## src/rtl/pkg_cpu_if.sv

```systemverilog
// rtl/pkg_cpu_if.sv - shared FSM state and response error codes for the CPU-interface demux
// Contents: state_t (demux FSM states), ERR_* response error codes.
package pkg_cpu_if;

  typedef enum logic [1:0] {
    ST_IDLE  = 2'd0,
    ST_ISSUE = 2'd1,
    ST_WAIT  = 2'd2,
    ST_RESP  = 2'd3
  } state_t;

  // Any code other than ERR_NONE is reported upstream as err=1.
  localparam logic [1:0] ERR_NONE    = 2'd0;
  localparam logic [1:0] ERR_SLAVE   = 2'd1;
  localparam logic [1:0] ERR_DECODE  = 2'd2;
  localparam logic [1:0] ERR_TIMEOUT = 2'd3;

endpackage

```

## src/rtl/cpuif_watchdog.sv

```systemverilog
// rtl/cpuif_watchdog.sv - cycle watchdog for an outstanding downstream transaction
// Ports: clk, reset (sync, active-high), active (transaction in flight),
//        expired (high from the TIMEOUT_CYC-th active cycle on).
module cpuif_watchdog #(
  parameter int TIMEOUT_CYC = 255
) (
  input  logic clk,
  input  logic reset,
  input  logic active,
  output logic expired
);

  localparam int CW = $clog2(TIMEOUT_CYC + 1);
  localparam logic [CW-1:0] LAST = CW'(TIMEOUT_CYC - 1);

  logic [CW-1:0] cnt;

  // cnt holds the number of active cycles already completed, so the
  // current cycle is number cnt+1; saturate so expiry stays asserted.
  always_ff @(posedge clk) begin
    if (reset || !active) begin
      cnt <= '0;
    end else if (cnt < LAST) begin
      cnt <= cnt + CW'(1);
    end
  end

  assign expired = active && (cnt >= LAST);

endmodule

```

## src/rtl/cpuif_demux.sv

```systemverilog
// rtl/cpuif_demux.sv - one-outstanding CPU-interface demux onto N_SLAVES regmap windows
// Build option: CPUIF_DEMUX_TIMEOUT_EN adds the cpuif_watchdog transaction timeout.
// Ports: clk, reset (sync, active-high);
//        s_cpuif_* upstream request/stall/ack channel;
//        m_cpuif_* downstream: per-slave req/stall/ack/err/rd_data, shared is_wr/addr/wr_data/wr_biten.
module cpuif_demux
  import pkg_cpu_if::*;
#(
  parameter int N_SLAVES    = 4,
  parameter int ADDR_W      = 16,
  parameter int SLAVE_AW    = 12,
  parameter int DATA_W      = 32,
  parameter int TIMEOUT_CYC = 255
) (
  input  logic                clk,
  input  logic                reset,
  input  logic                s_cpuif_req,
  input  logic                s_cpuif_req_is_wr,
  input  logic [ADDR_W-1:0]   s_cpuif_addr,
  input  logic [DATA_W-1:0]   s_cpuif_wr_data,
  input  logic [DATA_W-1:0]   s_cpuif_wr_biten,
  output logic                s_cpuif_req_stall_wr,
  output logic                s_cpuif_req_stall_rd,
  output logic                s_cpuif_rd_ack,
  output logic                s_cpuif_rd_err,
  output logic [DATA_W-1:0]   s_cpuif_rd_data,
  output logic                s_cpuif_wr_ack,
  output logic                s_cpuif_wr_err,
  output logic [N_SLAVES-1:0] m_cpuif_req,
  output logic                m_cpuif_req_is_wr,
  output logic [SLAVE_AW-1:0] m_cpuif_addr,
  output logic [DATA_W-1:0]   m_cpuif_wr_data,
  output logic [DATA_W-1:0]   m_cpuif_wr_biten,
  input  logic [N_SLAVES-1:0] m_cpuif_req_stall_wr,
  input  logic [N_SLAVES-1:0] m_cpuif_req_stall_rd,
  input  logic [N_SLAVES-1:0] m_cpuif_rd_ack,
  input  logic [N_SLAVES-1:0] m_cpuif_rd_err,
  input  logic [DATA_W-1:0]   m_cpuif_rd_data [N_SLAVES],
  input  logic [N_SLAVES-1:0] m_cpuif_wr_ack,
  input  logic [N_SLAVES-1:0] m_cpuif_wr_err
);

  localparam int IDX_W = ADDR_W - SLAVE_AW;

  state_t              state;
  logic                is_wr_q;
  logic [SLAVE_AW-1:0] addr_q;
  logic [DATA_W-1:0]   wdata_q;
  logic [DATA_W-1:0]   biten_q;
  logic [DATA_W-1:0]   rdata_q;
  logic [N_SLAVES-1:0] sel_q;   // selected slave index, held one-hot
  logic [1:0]          err_code_q;

  logic [IDX_W-1:0]    dec_idx;
  logic                dec_miss;
  logic [N_SLAVES-1:0] dec_sel;
  logic                sel_stall;
  logic                sel_ack;
  logic                sel_err;
  logic [DATA_W-1:0]   sel_rdata;
  logic                timeout;
  logic                in_resp;

  assign dec_idx  = s_cpuif_addr[ADDR_W-1:SLAVE_AW];
  assign dec_miss = 32'(dec_idx) >= N_SLAVES;

  always_comb begin
    dec_sel = '0;
    for (int i = 0; i < N_SLAVES; i++) begin
      if (32'(dec_idx) == i) dec_sel[i] = 1'b1;
    end
  end

  // Only the selected slave's handshake of the transaction's own type is
  // visible to the FSM; everything else on the downstream side is ignored.
  assign sel_stall = |(sel_q & (is_wr_q ? m_cpuif_req_stall_wr : m_cpuif_req_stall_rd));
  assign sel_ack   = |(sel_q & (is_wr_q ? m_cpuif_wr_ack : m_cpuif_rd_ack));
  assign sel_err   = |(sel_q & (is_wr_q ? m_cpuif_wr_err : m_cpuif_rd_err));

  always_comb begin
    sel_rdata = '0;
    for (int i = 0; i < N_SLAVES; i++) begin
      if (sel_q[i]) sel_rdata = sel_rdata | m_cpuif_rd_data[i];
    end
  end

`ifdef CPUIF_DEMUX_TIMEOUT_EN
  logic wd_active;
  assign wd_active = (state == ST_ISSUE) || (state == ST_WAIT);

  cpuif_watchdog #(
    .TIMEOUT_CYC (TIMEOUT_CYC)
  ) u_watchdog (
    .clk     (clk),
    .reset   (reset),
    .active  (wd_active),
    .expired (timeout)
  );
`else
  // No watchdog: a transaction waits for its slave indefinitely.
  assign timeout = (TIMEOUT_CYC < 0);
`endif

  always_ff @(posedge clk) begin
    if (reset) begin
      state      <= ST_IDLE;
      is_wr_q    <= 1'b0;
      addr_q     <= '0;
      wdata_q    <= '0;
      biten_q    <= '0;
      rdata_q    <= '0;
      sel_q      <= '0;
      err_code_q <= ERR_NONE;
    end else begin
      case (state)
        ST_IDLE: begin
          if (s_cpuif_req) begin
            is_wr_q <= s_cpuif_req_is_wr;
            addr_q  <= s_cpuif_addr[SLAVE_AW-1:0];
            wdata_q <= s_cpuif_wr_data;
            biten_q <= s_cpuif_wr_biten;
            rdata_q <= '0;
            if (dec_miss) begin
              sel_q      <= '0;
              err_code_q <= ERR_DECODE;
              state      <= ST_RESP;
            end else begin
              sel_q      <= dec_sel;
              err_code_q <= ERR_NONE;
              state      <= ST_ISSUE;
            end
          end
        end
        ST_ISSUE: begin
          // A slave that takes the request on the expiry cycle still gets
          // its chance to ack; the watchdog fires again in WAIT otherwise.
          if (!sel_stall) begin
            state <= ST_WAIT;
          end else if (timeout) begin
            err_code_q <= ERR_TIMEOUT;
            state      <= ST_RESP;
          end
        end
        ST_WAIT: begin
          if (sel_ack) begin
            err_code_q <= sel_err ? ERR_SLAVE : ERR_NONE;
            rdata_q    <= is_wr_q ? '0 : sel_rdata;
            state      <= ST_RESP;
          end else if (timeout) begin
            err_code_q <= ERR_TIMEOUT;
            rdata_q    <= '0;
            state      <= ST_RESP;
          end
        end
        ST_RESP: begin
          state <= ST_IDLE;
        end
        default: begin
          state <= ST_IDLE;
        end
      endcase
    end
  end

  assign m_cpuif_req       = (state == ST_ISSUE) ? sel_q : '0;
  assign m_cpuif_req_is_wr = is_wr_q;
  assign m_cpuif_addr      = addr_q;
  assign m_cpuif_wr_data   = wdata_q;
  assign m_cpuif_wr_biten  = biten_q;

  assign in_resp              = (state == ST_RESP);
  assign s_cpuif_req_stall_wr = (state != ST_IDLE);
  assign s_cpuif_req_stall_rd = (state != ST_IDLE);
  assign s_cpuif_wr_ack       = in_resp && is_wr_q;
  assign s_cpuif_wr_err       = s_cpuif_wr_ack && (err_code_q != ERR_NONE);
  assign s_cpuif_rd_ack       = in_resp && !is_wr_q;
  assign s_cpuif_rd_err       = s_cpuif_rd_ack && (err_code_q != ERR_NONE);
  assign s_cpuif_rd_data      = s_cpuif_rd_ack ? rdata_q : '0;

endmodule

```

## config.mk

```make
export PLATFORM = sky130hd
export DESIGN_NAME = cpuif_demux
export DESIGN_NICKNAME = d
export VERILOG_FILES = /design/src/rtl/pkg_cpu_if.sv /design/src/rtl/cpuif_watchdog.sv /design/src/rtl/cpuif_demux.sv
export SDC_FILE = /design/constraint.sdc
export NUM_CORES = 1
export LEC_CHECK = 0
export CAP_MARGIN = 15
export CELL_PAD_IN_SITES_DETAIL_PLACEMENT = 1
export CELL_PAD_IN_SITES_GLOBAL_PLACEMENT = 1
export CORE_AREA = 8 8 167 169
export DETAILED_ROUTE_END_ITERATION = 7
export DIE_AREA = 0 0 175 177
export PLACE_DENSITY = 0.82
export SETUP_SLACK_MARGIN = 0.5
export SLEW_MARGIN = 30
export SYNTH_ARGS = -nofsm -noshare
export SYNTH_HDL_FRONTEND = slang
export SYNTH_SLANG_ARGS = --single-unit
```

## constraint.sdc

```tcl
create_clock -name clk -period 1.7 [get_ports clk]
set_input_delay 0.255 -clock clk [delete_from_list [all_inputs] [get_ports clk]]
set_output_delay 0.255 -clock clk [all_outputs]
set_load 0.01 [all_outputs]
```

# --- Word level (Yosys, flattened, before mapping) ---
# Index checks and enable logic that the tools add are counted.
# W data, S select, Z words.
totals:
  regBits: 117
  input_bits: 236
  wordCells: 68
classes:
  eq_ne: 9
  magnitude_cmp: 1
  reduce_logical: 16
  bitwise: 6
  muxes: 28
op_table:
  columns: ["cell", "n"]
  rows:
  - ["$mux W32", 8]
  - ["$or A32 B32 Y32", 3]
  - ["$pmux W32 S2", 1]
  - ["$mux W4", 5]
  - ["$mux W2", 7]
  - ["$and A4 B4 Y4", 3]
  - ["$reduce_or A4 Y1", 3]
  - ["$eq A4 B2 Y1 const B", 2]
  - ["$pmux W2 S4", 1]
  - ["$ne A2 B2 Y1 const B", 3]
  - ["$reduce_and A3 Y1", 2]
  - ["$reduce_bool A2 Y1", 3]
  - ["$mux W1", 5]
  - ["$eq A2 B2 Y1 const B", 2]
  - ["$eq A4 B1 Y1 const B", 1]
  - ["$ge A4 B3 Y1 const B", 1]
  - ["$logic_and A1 B1 Y1", 4]
  - ["$logic_not A4 Y1", 1]
  - ["$pmux W2 S2", 1]
  - ["$eq A2 B1 Y1 const B", 1]
  - ["$logic_not A2 Y1", 1]
  - ["$reduce_and A2 Y1", 1]
  - ["$logic_not A1 Y1", 1]

# --- Depth between registers and ports, before layout ---
# Gate-level depths: netlist (run 1).
depth:
  word_depth: 10
  mapped_depth: 9
  depth_no_buf: 7

# --- Worst setup path before layout (run 1) ---
# No wires, ideal clock.
synth_path:
  path_type: "register to register"
  startpoint: "register state[0]"
  endpoint: "register rdata_q[30]"
  n_path_buf: 2
  synth_period_minus_slack_ns: 1.698
  stages_incl_launch_ff: 9
  t_arrival_ns: 1.580
  t_required_ns: 1.582
  slack_ns: 0.002
  cell_sequence: "dfxtp_1 -> inv_1 -> ha_1 -> inv_1 -> nor2_1 -> a311oi_2 -> buf_6 -> buf_6 -> o21ai_1"
synth_between:
  elab_chain_cells: 3
  word_cells_on_any_way: 7
  classes_between: "eq/ne (3); mux (1); reduce/logical (3)"
synth_lines:
  columns: ["element", "line", "rtl"]
  rows:
  - ["start: declaration", "cpuif_demux.sv:45", "state_t state;"]
  - ["start signal: assignment", "cpuif_demux.sv:106", "state <= ST_IDLE;"]
  - ["start signal: assignment", "cpuif_demux.sv:126", "state <= ST_RESP;"]
  - ["start signal: assignment", "cpuif_demux.sv:130", "state <= ST_ISSUE;"]
  - ["$eq A2 B2 Y1 / $logic_not A2 Y1 (equally long branches)", "cpuif_demux.sv:115", "case (state)"]
  - ["$ne A2 B2 Y1 (no source line) / $reduce_bool A2 Y1 (equally long branches)", null, null]
  - ["$reduce_and A3 Y1 (no source line)", null, null]
  - ["end signal: assignment", "cpuif_demux.sv:147", "rdata_q <= is_wr_q ? '0 : sel_rdata;"]
  - ["end: declaration", "cpuif_demux.sv:50", "logic [DATA_W-1:0] rdata_q;"]
# Several ways; a longest one is shown, not always the timed one.
# A chain may end at the register's enable or synchronous reset.

# --- Final worst setup path (run 1) ---
layout_path:
  startpoint: "register state[1]"
  endpoint: "output s_cpuif_rd_data[17]"
layout_between:
  elab_chain_cells: 3
layout_lines:
  columns: ["element", "line", "rtl"]
  rows:
  - ["$eq A2 B2 Y1", "cpuif_demux.sv:171", "assign in_resp = (state == ST_RESP);"]
  - ["$logic_and A1 B1 Y1", "cpuif_demux.sv:176", "assign s_cpuif_rd_ack = in_resp && !is_wr_q;"]
  - ["$mux W32", "cpuif_demux.sv:178", "assign s_cpuif_rd_data = s_cpuif_rd_ack ? rdata_q : '0;"]
  - ["end: declaration", "cpuif_demux.sv:26", "output logic [DATA_W-1:0] s_cpuif_rd_data,"]
# No other way between the ends.

==> results.rst, run 1 <==
.. list-table::
   :header-rows: 1

   * - Metric
     - Value
   * - Simple-gate portion of the synthesized area
     - 27.3%
   * - Met2 layer usage reported by global route
     - 31.9%
   * - Critical path data arrival time
     - 1.62 ns
   * - Distinct cell type count after synthesis
     - 37
   * - Worst-case vdd ir drop
     - 0.646 mV
   * - Worst-skew pair later-pin latency
     - 0.42 ns
   * - Inserted Clock Buffers
     - 17
   * - Fin. max-slew vios
     - 0
   * - Longest Clk Path Bufs
     - 2
   * - Via count of the first global-routing pass
     - 7474
   * - Classification of the worst setup path
     - register to primary output
   * - Hold path start
     - reset
   * - Synthesis-to-layout area growth
     - 114%
   * - Asr flop ratio synth
     - 0%
   * - Transition time of the tightest slew-check pin
     - 0.482 ns
   * - Area of the die
     - 31000 um^2
   * - Post-Route Skew
     - 0.0168 ns
   * - Data required time at the worst endpoint
     - 1.44 ns
   * - Pre-CTS worst setup slack
     - -0.305 ns
   * - Final Hold Vio Count
     - 0
   * - Gate count after technology mapping
     - 705
   * - Violation count after the first detailed-routing iteration
     - 178
   * - Unrepaired setup endpoints after global routing
     - yes
   * - Setup crit start
     - state[1]$_SDFFE_PP0P_
   * - First-pass GRT wire length
     - 43600 um
   * - Antenna viol nets, final
     - 0
   * - Pin count of the biggest net entering global routing
     - 64
   * - EDFF count, synth
     - 0
   * - Worst-path maximum fanout
     - 8
   * - Met3 Resource Use GR
     - 7.96%
   * - Setup violators final
     - 152
   * - Number of buffer cells added on primary ports
     - 354
   * - Post-detailed-placement half-perimeter wirelength
     - 20800 um
   * - Number of top-level pins
     - 355
   * - Summed instance area of the synthesized netlist
     - 5690 um^2
   * - Main combinational cell family by area after synthesis
     - simple AND/OR/NAND/NOR gates
   * - Commonest register cell after synthesis
     - dfxtp_1
   * - DRC violations left
     - 0
   * - Overall die width
     - 175 um
   * - Mux share of post-synthesis cell area
     - 2.11%
   * - Multi-input gate area in the final layout
     - 3740 um^2
   * - Status
     - finished with violations
   * - Via/cell ratio
     - 4.63
   * - Power density over the cells
     - 1200 nW/um^2
   * - Total detailed-routing wirelength
     - 30800 um
   * - Failing checks
     - setup timing
   * - Post-synthesis share of cell area spent on full adders, half adders and majority gates
     - 0.879%
   * - Mean cell area of the mapped netlist
     - 8.08 um^2
   * - Sort of element at the start of the critical path
     - register
   * - Number of detailed-routing iterations run before antenna repair
     - 4
   * - Cell chosen for the clock root
     - clkbuf_16
   * - Initial antenna violation count
     - 2
   * - Clock transition at the registers of the reported paths
     - 0.06 ns
   * - Filler cells
     - 2828
   * - DP Cell Count
     - 1382
   * - CTS tree
     - built
   * - Gp weighted congestion
     - 0.775
   * - Setup crit end kind
     - primary output
   * - Leakage power of the design
     - 4.97 nW
   * - Drt wl/cell
     - 20.8 um
   * - Number of synthesized register bits
     - 117
   * - Sequential-to-total area share from yosys stat
     - 41.1%
   * - Met1 track demand over resource in global routing
     - 19.2%
   * - Achievable clock frequency
     - 0.534 GHz
   * - Min Clock Period, post-route
     - 1.87 ns
   * - Synth Net Count
     - 945
   * - Initial cell density of the core
     - 22.4%
   * - Share of final-layout standard cells stronger than drive strength 1
     - 43.2%
   * - Area of all sequential standard cells
     - 2360 um^2
   * - Launch point of the worst reg-to-reg path
     - state[1]$_SDFFE_PP0P_
   * - Fraction of the cycle the final worst path needs
     - 110%
   * - Most congested layer reported by global routing
     - met2
   * - Clk sink count
     - 117
   * - Xor-xnor portion of the synthesized cell area
     - 0%
   * - Final setup margin
     - -0.171 ns
   * - Congestion Overflow GR
     - 0
   * - Die Y-Extent
     - 177 um
   * - Slew headroom
     - 67.9%
   * - Yosys synthesis warning count
     - 0
   * - Non-Filler Instances
     - 1480
   * - Compound-gate portion of the synthesized area
     - 22.7%
   * - Max-capacitance violation count
     - 0
   * - Placeable core region
     - 25500 um^2
   * - Global-route total usage across every layer
     - 18.1%
   * - Final layout net count
     - 1371
   * - Cell row count
     - 59
   * - Worst min-delay path class
     - input pin to register
   * - Via count
     - 6852
   * - Count of H-tree levels built during CTS
     - 4
-- logic make-up (layout without fill, tap and decap cells) --
kind of cell,count (synthesis),in the layout
compound gates,194,194
fa+ha+maj,4,4
buf+inv,67,505
flops,117,117
mux,10,10
other cells,0,1
simple gates,313,314
-- power breakdown --
| part | leakage (nW) | internal (mW) | switching [mW] |
|---|---|---|---|
| sequential | 0.960 | 3.13 | 0.227 |
| combinational | 3.73 | 4.25 | 3.34 |
| clock | 0.285 | 2.20 | 1.51 |
| total | 4.97 | 9.58 | 5.07 |
-- registers in the layout (all words and copies together) (netlist names) --
register and flops:
m_cpuif_req_is_wr 1, err_code_q 2, state 2, rdata_q 32
sel_q 4, m_cpuif_wr_biten 32, m_cpuif_addr 12, m_cpuif_wr_data 32
-- routing by layer --
layer | up-vias | wire (um)
met1 | 3257 | 12000
li1 | 3270 | -
met2 | 285 | 15400
met4 | 4 | 662
met3 | 36 | 2740
met5 | - | 22
-- critical path: stages (launching register included) --
cell and delay [ns]:
dfxtp_4 0.36, ha_4 0.15, nor2b_4 0.13, buf_6 0.14
clkbuf_16 0.16, and2_4 0.15, buf_6 0.11
-- per-stage QoR --
step | area [um^2] | hold slack (ns) | utilization (%) | power, mW | setup TNS, ns
finish | 12200 | 0.142 | 47.8 | 14.7 | -16.50
global route | 12200 | 0.142 | 47.8 | 15.4 | -26.55
CTS | 11200 | 0.138 | 44.0 | 13.7 | -10.90
detailed placement | 9930 | 0.448 | 39.0 | 8.02 | -13.70
global placement | 9930 | 0.441 | 39.0 | 7.87 | -9.85
floorplan | 5880 | 0.390 | - | 5.70 | 0
-- repair_timing --
action                     in CTS  in global routing
setup endpoints to repair     236                200
setup buffers                  28                 12
resized for setup             474                255
pin swaps                      14                 54
hold buffers                    0                  0
cloned                         15                 10
-- synthesized netlist by cell type, types with 2 or more instances --
master      n  area share [%]
buf_4       4            0.53
nand2b_1   33             3.6
buf_8       2            0.53
a211oi_1    2            0.26
nand3_1     7            0.62
clkbuf_1   41             2.7
a22o_1      2            0.31
ha_1        4            0.88
buf_1       5            0.33
a22oi_1    68             9.0
a21oi_1    80             7.0
o21ai_2    28             4.3
nor2b_1     3            0.33
and2_1     39             4.3
mux2_4      2            0.53
nand3_2    27             4.7
inv_1       4            0.26
buf_2       6            0.53
o21ai_1     6            0.53
nor2_1      9            0.59
mux2_1      4            0.79
buf_6       5            0.99
mux2_2      4            0.79
nand2_1   191              13
dfxtp_1   117              41
-- placed cells by master, fill, tap and decap left out, drive strengths merged, types with 4 or more instances in the layout --
master	n
a21oi	80
a22oi	68
and2	40
buf	195
clkbuf	50
clkdlybuf4s50	234
dfxtp	117
dlymetal6s2s	6
ha	4
inv	11
mux2	10
nand2	191
nand2b	33
nand3	34
nor2	9
o21ai	34
-- worst paths after layout --
path,endpoint,depth (start not counted),slack [ns]
hold reg to reg,m_cpuif_wr_biten[12]$_SDFFE_PP0P_,2,0.45
setup / recovery,s_cpuif_rd_data[17],6,-0.17
setup reg to reg,rdata_q[18]$_SDFFE_PP0P_,12,-0.17
hold / removal,sel_q[2]$_SDFFE_PP0P_,2,0.14
-- area by class of cell --
cell class / instances / area share (%)
timing repair buffer: 469 / 41.3
multi-input combinational: 522 / 30.7
sequential: 117 / 19.4
clock buffer: 18 / 3.53
tap: 335 / 3.44
clock inverter: 14 / 1.36
inverter: 4 / 0.206
antenna: 1 / 0.0206
Power figures use the tool's default switching activity.
==> run 2: changes to the inputs <==
PLACE_DENSITY = 0.8   (was 0.82)
==> run 2 against run 1 <==
Effect of this change:
- the run still ends with setup timing left
- core utilization down 0.35 points
- maximum frequency down 2.3%
- combinational power down 2.8%
- sequential cell count unchanged
- clock skew down 0.0038 ns
- clock power about the same
- global-route usage down 0.95 points
- register-to-register slack worse by 0.04 ns
- worst setup slack worse by 0.044 ns
- sequential share of layout area up 0.11 points
==> results.rst, run 2 (synthesis gave the netlist of run 1 again) <==
.. list-table::
   :header-rows: 1

   * - Metric
     - Value
   * - Non-Filler Instances
     - 1458
   * - Antenna fix cells
     - 0
   * - Leading cell types in the layout, fill and taps excluded
     - clkdlybuf4s50_1, nand2_1, dfxtp_1
   * - Final layout net count
     - 1351
   * - Share of final-layout standard cells stronger than drive strength 1
     - 39.2%
   * - Worst min-delay path class
     - input pin to register
   * - Setup violators final
     - 150
   * - Gp weighted congestion
     - 0.794
   * - Initial cell density of the core
     - 22.4%
   * - Count of H-tree levels built during CTS
     - 4
   * - Number of top-level pins
     - 355
   * - Pin count of the biggest net entering global routing
     - 57
   * - Via/cell ratio
     - 4.61
   * - CTS tree
     - built
   * - Transition time of the tightest slew-check pin
     - 0.488 ns
   * - Slew headroom
     - 67.2%
   * - Sort of element at the start of the critical path
     - register
   * - Max-capacitance violation count
     - 0
   * - Via count of the first global-routing pass
     - 7175
   * - Final instance area
     - 12100 um^2
   * - Critical path data arrival time
     - 2.25 ns
   * - Global-route total usage across every layer
     - 17.2%
   * - Cell row count
     - 59
   * - Status
     - finished with violations
   * - Fin. max-slew vios
     - 0
   * - Number of buffer cells added on primary ports
     - 354
   * - Congestion Overflow GR
     - 0
   * - Placement Cell Area
     - 9870 um^2
   * - Fraction of the cycle the final worst path needs
     - 113%
   * - Classification of the worst setup path
     - register to register
   * - Number of detailed-routing iterations run before antenna repair
     - 4
   * - Leading cell type in the layout, fill and taps excluded
     - clkdlybuf4s50_1
   * - Setup crit end kind
     - register
   * - Placeable core region
     - 25500 um^2
   * - Die Y-Extent
     - 177 um
   * - Synthesis-to-layout area growth
     - 112%
   * - DP Cell Count
     - 1377
   * - Hold slack
     - 0.225 ns
   * - Data required time at the worst endpoint
     - 2.04 ns
   * - Inserted Clock Buffers
     - 17
   * - Longest Clk Path Bufs
     - 2
   * - Worst-skew pair later-pin latency
     - 0.42 ns
   * - Drt wl/cell
     - 20.4 um
   * - Failing checks
     - setup timing
   * - Via count
     - 6718
   * - Antenna viol nets, final
     - 0
   * - Worst-path maximum fanout
     - 5
   * - Achievable clock frequency
     - 0.522 GHz
   * - Unrepaired setup endpoints after global routing
     - yes
   * - Overall die width
     - 175 um
   * - Total detailed-routing wirelength
     - 29700 um
   * - Min Clock Period, post-route
     - 1.92 ns
   * - Initial antenna violation count
     - 2
   * - DRC violations left
     - 0
   * - Leakage power of the design
     - 4.62 nW
   * - Post-detailed-placement half-perimeter wirelength
     - 20700 um
   * - Final Hold Vio Count
     - 0
   * - Final setup margin
     - -0.215 ns
   * - Cell chosen for the clock root
     - clkbuf_16
   * - Accumulated negative setup slack
     - -13.55 ns
   * - Clock transition at the registers of the reported paths
     - 0.06 ns
   * - Clk sink count
     - 117
   * - Area of the die
     - 31000 um^2
   * - Post-Route Skew
     - 0.0130 ns
   * - Violation count after the first detailed-routing iteration
     - 123
   * - Worst-case vdd ir drop
     - 0.653 mV
   * - First-pass GRT wire length
     - 41700 um
   * - Power density over the cells
     - 1200 nW/um^2
   * - Post-layout util
     - 47.4%
[run 2: changes by cell type in the layout (fill, tap and decap cells not counted), sizes merged]
cell / before / now
clkdlybuf4s50: 234 / 288
clkbuf: 50 / 32
and2: 40 / 39
clkinv: 3 / 5
inv: 11 / 8
bufinv: 2 / 3
dlymetal6s2s: 6 / 1
buf: 195 / 146
diode: 1 / 0
bufbuf: 2 / 0
[run 2: final cells by class]
cell class              count  area, um^2
inverters                   4        25.0
repair buffers            450        4960
well taps                 335         419
multi-input cells         521        3710
clock buffers              17         425
fillers                  2815       13400
flip-flops and latches    117        2360
clock inverters            14         176
[run 2: metal layers]
| metal | global-route usage (%) | wire length (um) |
|---|---|---|
| met5 | 0 | 23 |
| met4 | 4.06 | 645 |
| met3 | 8.04 | 2760 |
| met2 | 30.9 | 15000 |
| met1 | 17.9 | 11300 |
[run 2: stage by stage]
stage,setup WS [ns],total power [mW]
after global routing,-0.274,15.2
after global placement,-0.223,7.68
after floorplan,0.130,5.70
final,-0.215,14.5
after CTS,-0.239,13.1
after detailed placement,-0.240,7.78
[run 2: worst max-delay path, cell delays in order (launching register included)]
cell and delay [ns]:
dfxtp_2 0.35, buf_4 0.11, buf_6 0.12, inv_6 0.04, ha_4 0.17, a21boi_4 0.15
a311oi_4 0.25, buf_4 0.17, buf_6 0.10, buf_16 0.12, buf_8 0.11, nand3_1 0.07
o21ai_1 0.08
[run 2: worst paths after layout]
kind                                     from  slack [ns]  cells after the start                          endpoint
max                     state[0]$_SDFFE_PP0P_       -0.22                     12           rdata_q[0]$_SDFFE_PP0P_
min                                     reset        0.22                      2        err_code_q[1]$_SDFFE_PP0P_
max reg2reg             state[0]$_SDFFE_PP0P_       -0.22                     12           rdata_q[0]$_SDFFE_PP0P_
min reg2reg  m_cpuif_wr_data[29]$_SDFFE_PP0P_        0.45                      2  m_cpuif_wr_data[29]$_SDFFE_PP0P_
[run 2: report_power, final]
group	switching (mW)	internal, mW	leakage (nW)
combinational	3.27	4.12	3.37
clock	1.42	2.32	0.290
sequential	0.247	3.12	0.959
total	4.93	9.56	4.62
[run 2: repair_timing]
item,in CTS,in global routing
setup endpoints to repair,236,236
pin swaps,36,63
buffers inserted,20,8
resized for setup,272,269
cloned,8,14
hold buffers,0,0
==> run 3: changes to the inputs <==
SLEW_MARGIN = 20   (was 30)
==> results of run 3 <==
The final DEF is identical to that of run 2; final timing and power are the same.
